File: config.mk
export PLATFORM = sky130hd
export DESIGN_NAME = rf_issue_scoreboard
export DESIGN_NICKNAME = d
export VERILOG_FILES = /design/src/rtl/rf_issue_scoreboard.sv
export SDC_FILE = /design/constraint.sdc
export NUM_CORES = 1
export LEC_CHECK = 0
export BUFFER_PORTS_ARGS = -buffer_cell sky130_fd_sc_hd__buf_2
export CAP_MARGIN = 20
export CORE_AREA = 3 3 141 143
export CTS_CLUSTER_DIAMETER = 60
export DETAILED_ROUTE_END_ITERATION = 8
export DIE_AREA = 0 0 144 146
export GPL_TIMING_DRIVEN = 0
export PLACE_DENSITY = 0.87
export SYNTH_ARGS = -nofsm -noshare
export SYNTH_HDL_FRONTEND = slang
export SYNTH_SLANG_ARGS = --single-unit
File: constraint.sdc
create_clock -name clk -period 24.1 [get_ports clk]
set_clock_uncertainty 0.15 [all_clocks]
set_input_delay 4.82 -clock clk [delete_from_list [all_inputs] [get_ports clk]]
set_output_delay 4.82 -clock clk [all_outputs]
set_load 0.01 [all_outputs]
File: src/rtl/rf_issue_scoreboard.sv
// Dual-issue RAW/capacity scoreboard in front of the register-file read stage.
// Each architectural register carries a saturating count of in-flight writers.
module rf_issue_scoreboard #(
    parameter int CNT_W   = 2,
    parameter int STALL_W = 32
) (
    input  logic               clk,
    input  logic               rstn,
    input  logic               flush,
    input  logic               eu0_valid_in,
    input  logic               eu0_rd_we_in,
    input  logic               eu0_rj_use_in,
    input  logic               eu0_rk_use_in,
    input  logic [4:0]         eu0_rd_in,
    input  logic [4:0]         eu0_rj_in,
    input  logic [4:0]         eu0_rk_in,
    input  logic               eu1_valid_in,
    input  logic               eu1_rd_we_in,
    input  logic               eu1_rj_use_in,
    input  logic               eu1_rk_use_in,
    input  logic [4:0]         eu1_rd_in,
    input  logic [4:0]         eu1_rj_in,
    input  logic [4:0]         eu1_rk_in,
    input  logic               write_en_0,
    input  logic               write_en_1,
    input  logic [4:0]         write_addr_0,
    input  logic [4:0]         write_addr_1,
    output logic               issue0,
    output logic               issue1,
    output logic [31:0]        busy_vec,
    output logic               underflow_err,
    output logic [STALL_W-1:0] stall_cnt
);
    // Wide enough to hold cnt + 2 issues and MAX + 2 writebacks without wrapping.
    localparam int               SUM_W   = CNT_W + 2;
    localparam logic [SUM_W-1:0] CNT_MAX = SUM_W'((1 << CNT_W) - 1);

    logic [CNT_W-1:0]   cnt_q [32];
    logic [CNT_W-1:0]   cnt_d [32];
    logic [1:0]         wb_cnt [32];
    logic [31:0]        busy_q, busy_d;
    logic               underflow_q, underflow_d;
    logic [STALL_W-1:0] stall_q, stall_d;
    logic [SUM_W-1:0]   occ;

    logic rj0_ok, rk0_ok, rd0_ok;
    logic rj1_ok, rk1_ok, rd1_ok;
    logic same_rd, pair_raw;

    function automatic logic src_ok(input logic use_src, input logic [CNT_W-1:0] cnt,
                                    input logic [1:0] wb);
        return !use_src || cnt == '0 || (cnt == CNT_W'(1) && wb != 2'd0);
    endfunction

    always_comb begin
        for (int r = 0; r < 32; r++) begin
            wb_cnt[r] = 2'(write_en_0 && write_addr_0 == 5'(r))
                      + 2'(write_en_1 && write_addr_1 == 5'(r));
        end
        wb_cnt[0] = 2'd0;
    end

    always_comb begin
        rj0_ok = src_ok(eu0_rj_use_in, cnt_q[eu0_rj_in], wb_cnt[eu0_rj_in]);
        rk0_ok = src_ok(eu0_rk_use_in, cnt_q[eu0_rk_in], wb_cnt[eu0_rk_in]);
        rj1_ok = src_ok(eu1_rj_use_in, cnt_q[eu1_rj_in], wb_cnt[eu1_rj_in]);
        rk1_ok = src_ok(eu1_rk_use_in, cnt_q[eu1_rk_in], wb_cnt[eu1_rk_in]);

        rd0_ok = !eu0_rd_we_in || eu0_rd_in == 5'd0
              || (SUM_W'(cnt_q[eu0_rd_in]) + SUM_W'(1)
                  <= CNT_MAX + SUM_W'(wb_cnt[eu0_rd_in]));

        // A pair writing the same rd needs room for both writers at once.
        same_rd = eu0_rd_we_in && eu1_rd_we_in && eu0_rd_in == eu1_rd_in;
        rd1_ok  = !eu1_rd_we_in || eu1_rd_in == 5'd0
               || (SUM_W'(cnt_q[eu1_rd_in]) + (same_rd ? SUM_W'(2) : SUM_W'(1))
                   <= CNT_MAX + SUM_W'(wb_cnt[eu1_rd_in]));

        pair_raw = eu0_rd_we_in && eu0_rd_in != 5'd0
                && ((eu1_rj_use_in && eu1_rj_in == eu0_rd_in)
                 || (eu1_rk_use_in && eu1_rk_in == eu0_rd_in));

        issue0 = rstn && !flush && eu0_valid_in && rj0_ok && rk0_ok && rd0_ok;
        issue1 = issue0 && eu1_valid_in && rj1_ok && rk1_ok && rd1_ok && !pair_raw;
    end

    // NOTE: every variable written here gets a default first so no path leaves it
    // holding its old value, which would infer a latch.
    always_comb begin
        underflow_d = underflow_q;
        stall_d     = stall_q;
        busy_d      = '0;
        occ         = '0;
        for (int r = 0; r < 32; r++) cnt_d[r] = '0;
        if (!flush) begin
            if (eu0_valid_in && !issue0) stall_d = stall_q + STALL_W'(1);
            for (int r = 1; r < 32; r++) begin
                occ = SUM_W'(cnt_q[r])
                    + SUM_W'(issue0 && eu0_rd_we_in && eu0_rd_in == 5'(r))
                    + SUM_W'(issue1 && eu1_rd_we_in && eu1_rd_in == 5'(r));
                if (occ < SUM_W'(wb_cnt[r])) begin
                    underflow_d = 1'b1;
                end else begin
                    cnt_d[r] = CNT_W'(occ - SUM_W'(wb_cnt[r]));
                end
                busy_d[r] = cnt_d[r] != '0;
            end
        end
    end

    // NOTE: state registers use non-blocking assignments so every flop samples
    // the pre-edge values regardless of statement order.
    always_ff @(posedge clk) begin
        if (!rstn) begin
            for (int r = 0; r < 32; r++) cnt_q[r] <= '0;
            busy_q      <= '0;
            underflow_q <= 1'b0;
            stall_q     <= '0;
        end else begin
            for (int r = 0; r < 32; r++) cnt_q[r] <= cnt_d[r];
            busy_q      <= busy_d;
            underflow_q <= underflow_d;
            stall_q     <= stall_d;
        end
    end

    assign busy_vec      = busy_q;
    assign underflow_err = underflow_q;
    assign stall_cnt     = stall_q;

endmodule

### Yosys cells after proc, flatten, opt, wreduce, memory -nomap -nowiden

Memory sizes are Yosys's and may differ from the RTL's.
Index checks and enable logic that the tools add are counted.

| word-level totals | value |
|---|---|
| bits of input ports | 53 |
| output and inout port bits | 67 |
| word-level logic and storage cells | 706 |
| memories kept | 1 |
| register bits | 65 |
| bits in writable memories | 64 |

Memories:

| memory | depth | width | read ports | clocked after memory_dff | write ports | RTL line | RTL |
|---|---|---|---|---|---|---|---|
| cnt_q | 32 | 2 | 37 | 0 | 32 | 38 | `logic [CNT_W-1:0] cnt_q [32];` |

| operators by class | value |
|---|---|
| order comparisons | 39 |
| $add $sub $neg | 129 |
| equal/unequal tests | 131 |
| reduce and logical (&&, ||, !) cells | 215 |
| multiplexer cells | 147 |
| bitwise logic cells | 40 |

Operator list:

| cell | number |
|---|---|
| $eq 5x5->1 const B | 64 |
| $mux 2 | 107 |
| $eq 5x4->1 const B | 32 |
| $logic_and 1x1->1 | 147 |
| $add 3x1->4 | 31 |
| $lt 4x2->1 | 31 |
| $add 2x1->3 | 31 |
| $eq 5x3->1 const B | 16 |
| $reduce_bool 2->1 | 35 |
| $add 1x1->2 | 31 |
| $mux 62 | 1 |
| $sub 2x2->2 | 31 |
| $bmux 2 s5 | 6 |
| $eq 5x2->1 const B | 8 |
| $ge 6x6->1 const B | 6 |
| $not 5->6 | 6 |
| $mux 1 | 33 |
| $add 32x1->32 const B | 1 |
| $or 1x1->1 | 32 |
| $reduce_bool 31->1 | 1 |
| $eq 5x1->1 const B | 4 |
| $eq 5x5->1 | 3 |
| $logic_or 1x1->1 | 13 |
| $logic_not 5->1 | 2 |
| 11 further kinds | 29 |

### Logic depth before layout (Yosys ltp)

Gate-level depths: netlist of the first run.

| depth | value |
|---|---|
| depth after elaboration | 52 |
| depth in mapped cells | 31 |
| mapped depth without buffers | 29 |

### Worst setup path before layout of the first run

Ideal clock, no wire load.

| path | value |
|---|---|
| path kind | input -> output |
| from | input eu0_rd_in[0] |
| to | output issue1 |
| path buffers | 4 |
| path slack | 10.016 ns |
| arrival time | 9.114 ns |
| data required time | 19.130 ns |
| cell stages on the path | 15 |
| cells stage by stage | buf_1 > buf_1 > mux4_2 > mux4_2 > mux2i_1 > ha_1 > ha_1 > a211oi_1 > o31a_1 > o2111a_1 > a21oi_1 > a211oi_1 > buf_2 > buf_2 > and2_1 |

| between the ends | value |
|---|---|
| cells in the longest elaborated chain, start to end | 13 |
| elaborated cells between the ends (all ways) | 32 |
| classes of those cells | 3 x add/sub; 2 x order compare; 3 x eq/ne; 4 x mux; 1 x bitwise; 18 x reduce/logical; 1 x memory |

Ends and longest elaborated chain:

| what | RTL line | RTL |
|---|---|---|
| start: declaration | 14 | `input logic [4:0] eu0_rd_in,` |
| $not 5->6 (implied by the code) | 71 | `<= CNT_MAX + SUM_W'(wb_cnt[eu0_rd_in]));` |
| $bmux 2 s5 | 71 |  |
| $mux 2 (implied by the code) (2 in a row) | 71 |  |
| $add 2x2->3 | 71 |  |
| $le 3x3->1 | 71 |  |
| $logic_or 1x1->1 * | 70 | `\|\| (SUM_W'(cnt_q[eu0_rd_in]) + SUM_W'(1)` |
| $logic_and 1x1->1 * | 83 | `issue0 = rstn && !flush && eu0_valid_in && rj0_ok && rk0_ok && rd0_ok;` |
| net issue0 | 28 | `output logic issue0,` |
| $logic_and 1x1->1 * (5 in a row) | 84 | `issue1 = issue0 && eu1_valid_in && rj1_ok && rk1_ok && rd1_ok && !pair_raw;` |
| end: declaration | 29 | `output logic issue1,` |

Mark *: on every way through the listed nets, which the timed path passes. The rest lies on a longest branch. The select of a mux whose other input is x is not followed.

### Worst setup path in the final report of the first run

| path | value |
|---|---|
| from | input eu1_rd_in[0] |
| to | output issue1 |

| between the ends | value |
|---|---|
| cells in the longest elaborated chain, start to end | 9 |
| elaborated cells between the ends (all ways) | 16 |
| classes of those cells | 2 x add/sub; 1 x order compare; 1 x eq/ne; 4 x mux; 1 x bitwise; 6 x reduce/logical; 1 x memory |

Ends and longest elaborated chain:

| what | RTL line | RTL |
|---|---|---|
| start: declaration | 21 | `input logic [4:0] eu1_rd_in,` |
| $not 5->6 (implied by the code) | 77 | `<= CNT_MAX + SUM_W'(wb_cnt[eu1_rd_in]));` |
| $bmux 2 s5 | 77 |  |
| $mux 2 (implied by the code) (2 in a row) | 77 |  |
| $add 2x2->3 | 77 |  |
| $le 3x3->1 | 77 |  |
| $logic_or 1x1->1 * | 76 | `\|\| (SUM_W'(cnt_q[eu1_rd_in]) + (same_rd ? SUM_W'(2) : SUM_W'(1))` |
| $logic_and 1x1->1 * (2 in a row) | 84 |  |

Every way passes the cells marked *; elsewhere a longest branch is shown, timed or not. The select of a mux whose other input is x is not followed.

==> impl_metrics.csv, run 1 <==
group,metric,value,unit
outcome,status,"complete, but fails checks",
outcome,violations,"design-rule violations",
final_layout,area_growth,11.5,%
final_layout,fin_cells,1687,
critical_path,r2r_start,"cnt_q[19][0]",
critical_path,crit_chain,"clkbuf_1 > clkbuf_1 > mux4_2 > mux4_2 > mux2_2 > ha_1 > fa_1 > ha_1 > a21o_1 > a21oi_1 > o21ai_0 > a211o_1 > a211oi_1 > and2_1 > buf_2",
grt,grt_overflow,0,
timing,tns,0,ps
timing,tightest_slew,1130,ps
critical_path,required,19130,ps
pwr,peakVddDrop,53.9,uV
routing,avgRoutedWirePerCell,25.6,um
critical_path,cp.arrival,10940,ps
synth,synth_area,12300,sq um
routing,vias,12030,
placement,placedCellCount,1653,
cts,cts.clk_slew.worst_paths,70,ps
grt,grt_max_degree,17,
synth,synth_top_area_share,20.5,%
final_layout,fillers,1376,
critical_path,critPathMaxStageDelay,910,ps
critical_path,startpoint_type,"primary input",
critical_path,end_kind,"primary output",
synth,synth_edf_count,0,
critical_path,crit_slowest_cell,"clkbuf_1",
routing,first_pass_iters,9,
cts,h-tree-depth,4,
synth,synth_common_cells,"nor2_1 (169), dfxtp_1 (126), inv_1 (121)",
critical_path,cp-endpoint,"issue1",
cts,hold_buffers,0,
die,die_w,144,um
run,maxCapViolCount,0,
timing,fin_crit,15910,ps
placement,gp_congestion,1.11,
cts,clk_latency,450,ps
cts,cts_resized,0,
final_layout,antennaDiodeCount,0,
grt,grt_pass1_wl,65.0,mm
grt,track_usage,41.0,%
die,die_h,146,um
cts,clockRootBuffer,"clkbuf_16",
synth,syn_inst,1317,
pwr,cellPowerDensity,41.7,nW/um^2
critical_path,path_class,"primary input to primary output",
synth,synth.largest_area_cell,"dfxtp_1",
critical_path,crit_start,"eu1_rd_in[0]",
synth,syn_area_per_cell,9.35,sq um
timing,rsz0062_at_grt,"false",
routing,ant_nets,0,
routing,drc,2,
synth,synth_nets,1537,
timing,period_share,66.0,%
synth,synth-warning-count,0,
cts,cts_setup_buffers,0,
die,dieArea,21000,sq um
synth,ys_seq_area_share,20.5,%
cts,clock_sinks,126,
timing,drv_slew,0,
timing,relSlewSlack,24.8,%
grt,antenna_found_initial,1,
critical_path,rrSetupSlack,16010,ps
synth,synth_flop_cell,"dfxtp_1",
timing,finalHoldViolCount,0,
final_layout,nets,1660,
synth,ys_types,66,
placement,place_hpwl,34.0,mm
die,design.core.area,18700,sq um
placement,port_buffers,102,
cts,cts_inserted_buffers,17,
die,start_util,65.9,%
routing,drt_iter0_drc,1978,
synth,yosysMostFrequentCell,"nor2_1",
die,ios,120,
critical_path,path_max_fanout,10,
routing,vias_per_cell,7.13,
synth,ys_top_cells_by_area,"dfxtp_1 (20%), mux4_2 (19%), ha_1 (11%)",
timing,setup_viol,0,
cts,tritoncts,"built",
worst_hold_path,hp-class,"flip-flop to flip-flop",
synth,ys_async_sr_fraction,0,%
die,rows,50,
routing,drt-total-wl,43.2,mm
final_layout,drive_gt1_share,18.8,%
synth,synth-seq-cells,126,
critical_path,reg2reg_depth,22,
grt,first_global_vias,11554,
pwr,p_leak,5.40,nW
timing,fmax,62.8,MHz
cts,clk_path_buf_depth,2,
critical_path,reg2reg_to,"underflow_err",
-- power by group --
part	total [mW]	switching (mW)	internal [mW]	leakage, nW
Sequential	0.214	0.00274	0.211	1.02
Combinational	0.0927	0.0596	0.0331	4.09
Clock	0.267	0.118	0.148	0.288
-- flip-flops by register name, indices dropped and copies added, names as in the netlist --
name,count
busy_vec,31
cnt_q,62
stall_cnt,32
underflow_err,1
-- critical path, delay by kind of cell --
| family | cells | cell delay (ps) |
|---|---|---|
| buf+inv | 3 | 1690 |
| compound gates | 5 | 1660 |
| mux | 3 | 1490 |
| fa+ha+maj | 3 | 980 |
| simple gates | 1 | 280 |
-- cells in the final DEF (no fill, tap or decap), drive strengths merged, types with 6 or more instances in the layout --
cell type,instances
mux4,105
nor2b,13
or3,28
and3,9
mux2,12
nand4,21
nor3b,13
a21oi,86
fa,63
mux2i,12
or4,6
a211oi,10
nor3,23
ha,104
o31ai,9
xor2,13
and2,9
and4,8
dfxtp,126
nand2b,42
inv,130
clkbuf,65
buf,128
o21ai,43
nand3,60
nor2,169
nand2,59
a22o,9
nor4,9
-- metal layers --
layer,part of all wire (%),vias up,global-route usage [%]
met2,43,1077,60.5
met4,8.3,2,24.0
li1,-,5037,-
met1,34,5589,50.5
met3,15,325,16.7
met5,0.051,-,0
-- kinds of logic after synthesis --
group	after synthesis	synth area share, %
DFF	126	20.5
muxes	129	21.3
AOI/OAI and AO/OA	199	10.1
buffers and inverters	192	6.24
adders and majority gates	167	20.8
xor gates and xnor gates	16	1.14
and+or+nand+nor	487	19.9
other	1	0.0304
-- cell type report --
type / count / area [sq um] / share of cell area (%)
timing repair buffer: 104 / 541 / 3.94
clock buffer: 18 / 439 / 3.20
clock inverter: 14 / 143 / 1.04
tap: 234 / 293 / 2.13
sequential: 126 / 2520 / 18.4
inverter: 121 / 454 / 3.31
buffer: 71 / 314 / 2.29
multi-input combinational: 999 / 9030 / 65.7
-- worst min path at each step --
stage | startpoint | endpoint | cells after the start
global placement | underflow_err | underflow_err | 1
finish | stall_cnt[31] | stall_cnt[31] | 2
detailed placement | stall_cnt[31] | stall_cnt[31] | 2
CTS | stall_cnt[31] | stall_cnt[31] | 2
floorplan | stall_cnt[31] | stall_cnt[31] | 2
global route | stall_cnt[31] | stall_cnt[31] | 2
-- metrics by stage --
| stage | instance area [sq um] | util [%] | power, mW | setup slack [ps] | hold WS, ps |
|---|---|---|---|---|---|
| 3_5_place_dp | 13100 | 70.2 | 0.306 | 8310 | 327 |
| 3_3_place_gp | 13100 | 70.2 | 0.303 | 8490 | 310 |
| 6_report | 13700 | 73.4 | 0.573 | 8190 | 331 |
| 4_1_cts | 13700 | 73.3 | 0.566 | 8300 | 337 |
| 2_1_floorplan | 12300 | - | 0.276 | 10020 | 352 |
| 5_1_grt | 13700 | 73.4 | 0.584 | 7990 | 357 |
(Power assumes the default switching activity.)
==> run 2: changes to the inputs <==
- CORE_AREA: 3 3 141 143 -> 3 3 153 155
- DIE_AREA: 0 0 144 146 -> 0 0 156 158
- PLACE_DENSITY: 0.87 -> 0.78
- clock period: 24.1 -> 13.7 ns (I/O delays scaled with it)
==> run 2 against run 1 <==
Net effect:
- the run now ends clean
- total power is 79% higher
- core utilization down 11 points
- critical path depth is 9 higher
- clock-buffer cell count down 1
- via count is 3.2% lower
- combinational power rose by 76%
- register-to-register slack worse by 11000 ps
- cell area is 0.40% higher
- setup slack worse by 6500 ps
==> impl_metrics.csv, run 2 (synthesis results as in run 1) <==
group,metric,value,unit
grt,grt_use_met2,57.7,%
cts,tritoncts,"built",
pwr,switchingPower,0.322,mW
cts,h-tree-depth,4,
timing,tns,0,ps
run,maxCapViolCount,0,
final_layout,area_growth,11.9,%
critical_path,path_max_fanout,10,
cts,hold_buffers,0,
grt,antenna_found_initial,1,
placement,place_hpwl,36.7,mm
die,start_util,56.1,%
pwr,p_leak,5.40,nW
final_layout,largest_reg_flops,62,
grt,track_usage,37.2,%
cts,cts_inserted_buffers,17,
pwr,cellPowerDensity,74.4,nW/um^2
cts,clk_path_buf_depth,2,
timing,fin_crit,11970,ps
grt,met1_usage,47.5,%
pwr,p_int,0.704,mW
critical_path,end_kind,"flip-flop",
timing,rsz0062_at_grt,"false",
critical_path,required,13880,ps
routing,ant_nets,0,
critical_path,path_class,"primary input to flip-flop",
grt,grt_max_degree,17,
final_layout,nets,1659,
cts,clk_latency,440,ps
timing,tightest_slew,1080,ps
grt,grt-busiest-layer,"met2",
die,ios,120,
die,design.core.area,22000,sq um
pwr,pwr-share-clk,47.5,%
routing,avgRoutedWirePerCell,26.2,um
final_layout,top_register,"cnt_q",
routing,drt_iter0_drc,1673,
timing,finalHoldViolCount,0,
critical_path,startpoint_type,"primary input",
critical_path,cp.arrival,12150,ps
pwr,p_sw_share,31.4,%
die,rows,54,
timing,setup_viol,0,
die,dieArea,24600,sq um
worst_hold_path,hp-class,"flip-flop to flip-flop",
cts,clock_sinks,126,
placement,port_buffers,102,
die,die_h,158,um
timing,relSlewSlack,28.3,%
grt,first_global_vias,11363,
grt,grt_util_met3,11.6,%
routing,drc,0,
die,die_w,156,um
cts,cts_setup_buffers,0,
timing,period_share,87.4,%
grt,grt_overflow,0,
final_layout,post-route-util,62.8,%
placement,gp_congestion,1.05,
timing,fmax,83.5,MHz
pwr,seqPwrFrac,36.6,%
cts,cts.clk_slew.worst_paths,60,ps
routing,first_pass_iters,8,
grt,grt_pass1_wl,68.1,mm
cts,clockRootBuffer,"clkbuf_16",
final_layout,final_common_cell,"nor2_1",
routing,vias,11645,
outcome,status,"completed",
pwr,peakVddDrop,74.1,uV
routing,drt-total-wl,45.4,mm
pwr,p_comb_share,15.9,%
timing,drv_slew,0,
final_layout,drive_gt1_share,18.7,%
cts,cts_resized,0,
routing,vias_per_cell,6.72,
final_layout,layout_common_cells,"nor2_1 (169), dfxtp_1 (126), inv_1 (121)",
==> run 2: cell types whose count changed in the layout (fill, tap and decap cells not counted), sizes merged <==
cell and change:
clkinv +2, diode +1, buf -1, bufinv +1
inv -1, clkbuf -1, clkinvlp -1
==> run 2: path summary, 6_finish.rpt <==
path	end	slack [ps]	from	depth (start not counted)
worst max-delay path	underflow_err	1730	eu1_rd_in[0]	24
worst min-delay path	underflow_err	330	underflow_err	1
worst max register to register	underflow_err	5150	cnt_q[19][0]	22
worst min register to register	underflow_err	330	underflow_err	1
==> run 2: final cells by class <==
class	count	area (sq um)
clock inverter	15	176
multi-input combinational	999	9030
antenna	1	2.50
fill	1836	8170
clock buffer	17	425
timing repair buffer	103	515
tap	280	350
sequential	126	2520
inverter	121	454
buffer	71	314
==> run 2: metrics by stage <==
| step | instances | worst slack [ps] | cell area (sq um) | hold WS [ps] | power, mW |
|---|---|---|---|---|---|
| finish | 1733 | 1730 | 13800 | 333 | 1.03 |
| global route | 1733 | 1590 | 13800 | 360 | 1.05 |
| CTS | 1731 | 2000 | 13800 | 338 | 1.02 |
| detailed placement | 1699 | 1600 | 13200 | 324 | 0.541 |
| global placement | 1699 | 1640 | 13200 | 312 | 0.539 |
| floorplan | 1317 | 3780 | 12300 | 352 | 0.485 |
==> run 2: power by group through the flow <==
stage / Sequential, mW / Clock (mW) / Combinational [mW]
2_1_floorplan: 0.383 / 0 / 0.102
3_3_place_gp: 0.383 / 0 / 0.156
3_5_place_dp: 0.384 / 0 / 0.157
4_1_cts: 0.375 / 0.489 / 0.158
5_1_grt: 0.376 / 0.503 / 0.173
6_report: 0.376 / 0.487 / 0.163
==> run 2: worst max-delay path, stage by stage <==
cell      delay, ps
clkbuf_1        560
clkbuf_1        820
mux4_2          650
mux4_2          540
mux2_2          320
ha_1            220
fa_1            430
ha_1            320
a21o_1          170
a21oi_1         440
o21ai_0         200
a211o_1         260
a211oi_1        830
clkbuf_1        660
nand3_1         220
fa_1            530
ha_1            220
fa_1            360
inv_1            90
o22a_1          200
o211ai_1        200
nor4_1          690
nand3_1         210
a22o_1          250
==> run 2: layer usage <==
layer | vias to the layer above | wire length (um) | part of all wire [%]
li1 | 5030 | - | -
met1 | 5532 | 16700 | 37
met2 | 899 | 20200 | 45
met3 | 184 | 5990 | 13
met4 | 0 | 2510 | 5.5
met5 | - | 0 | 0
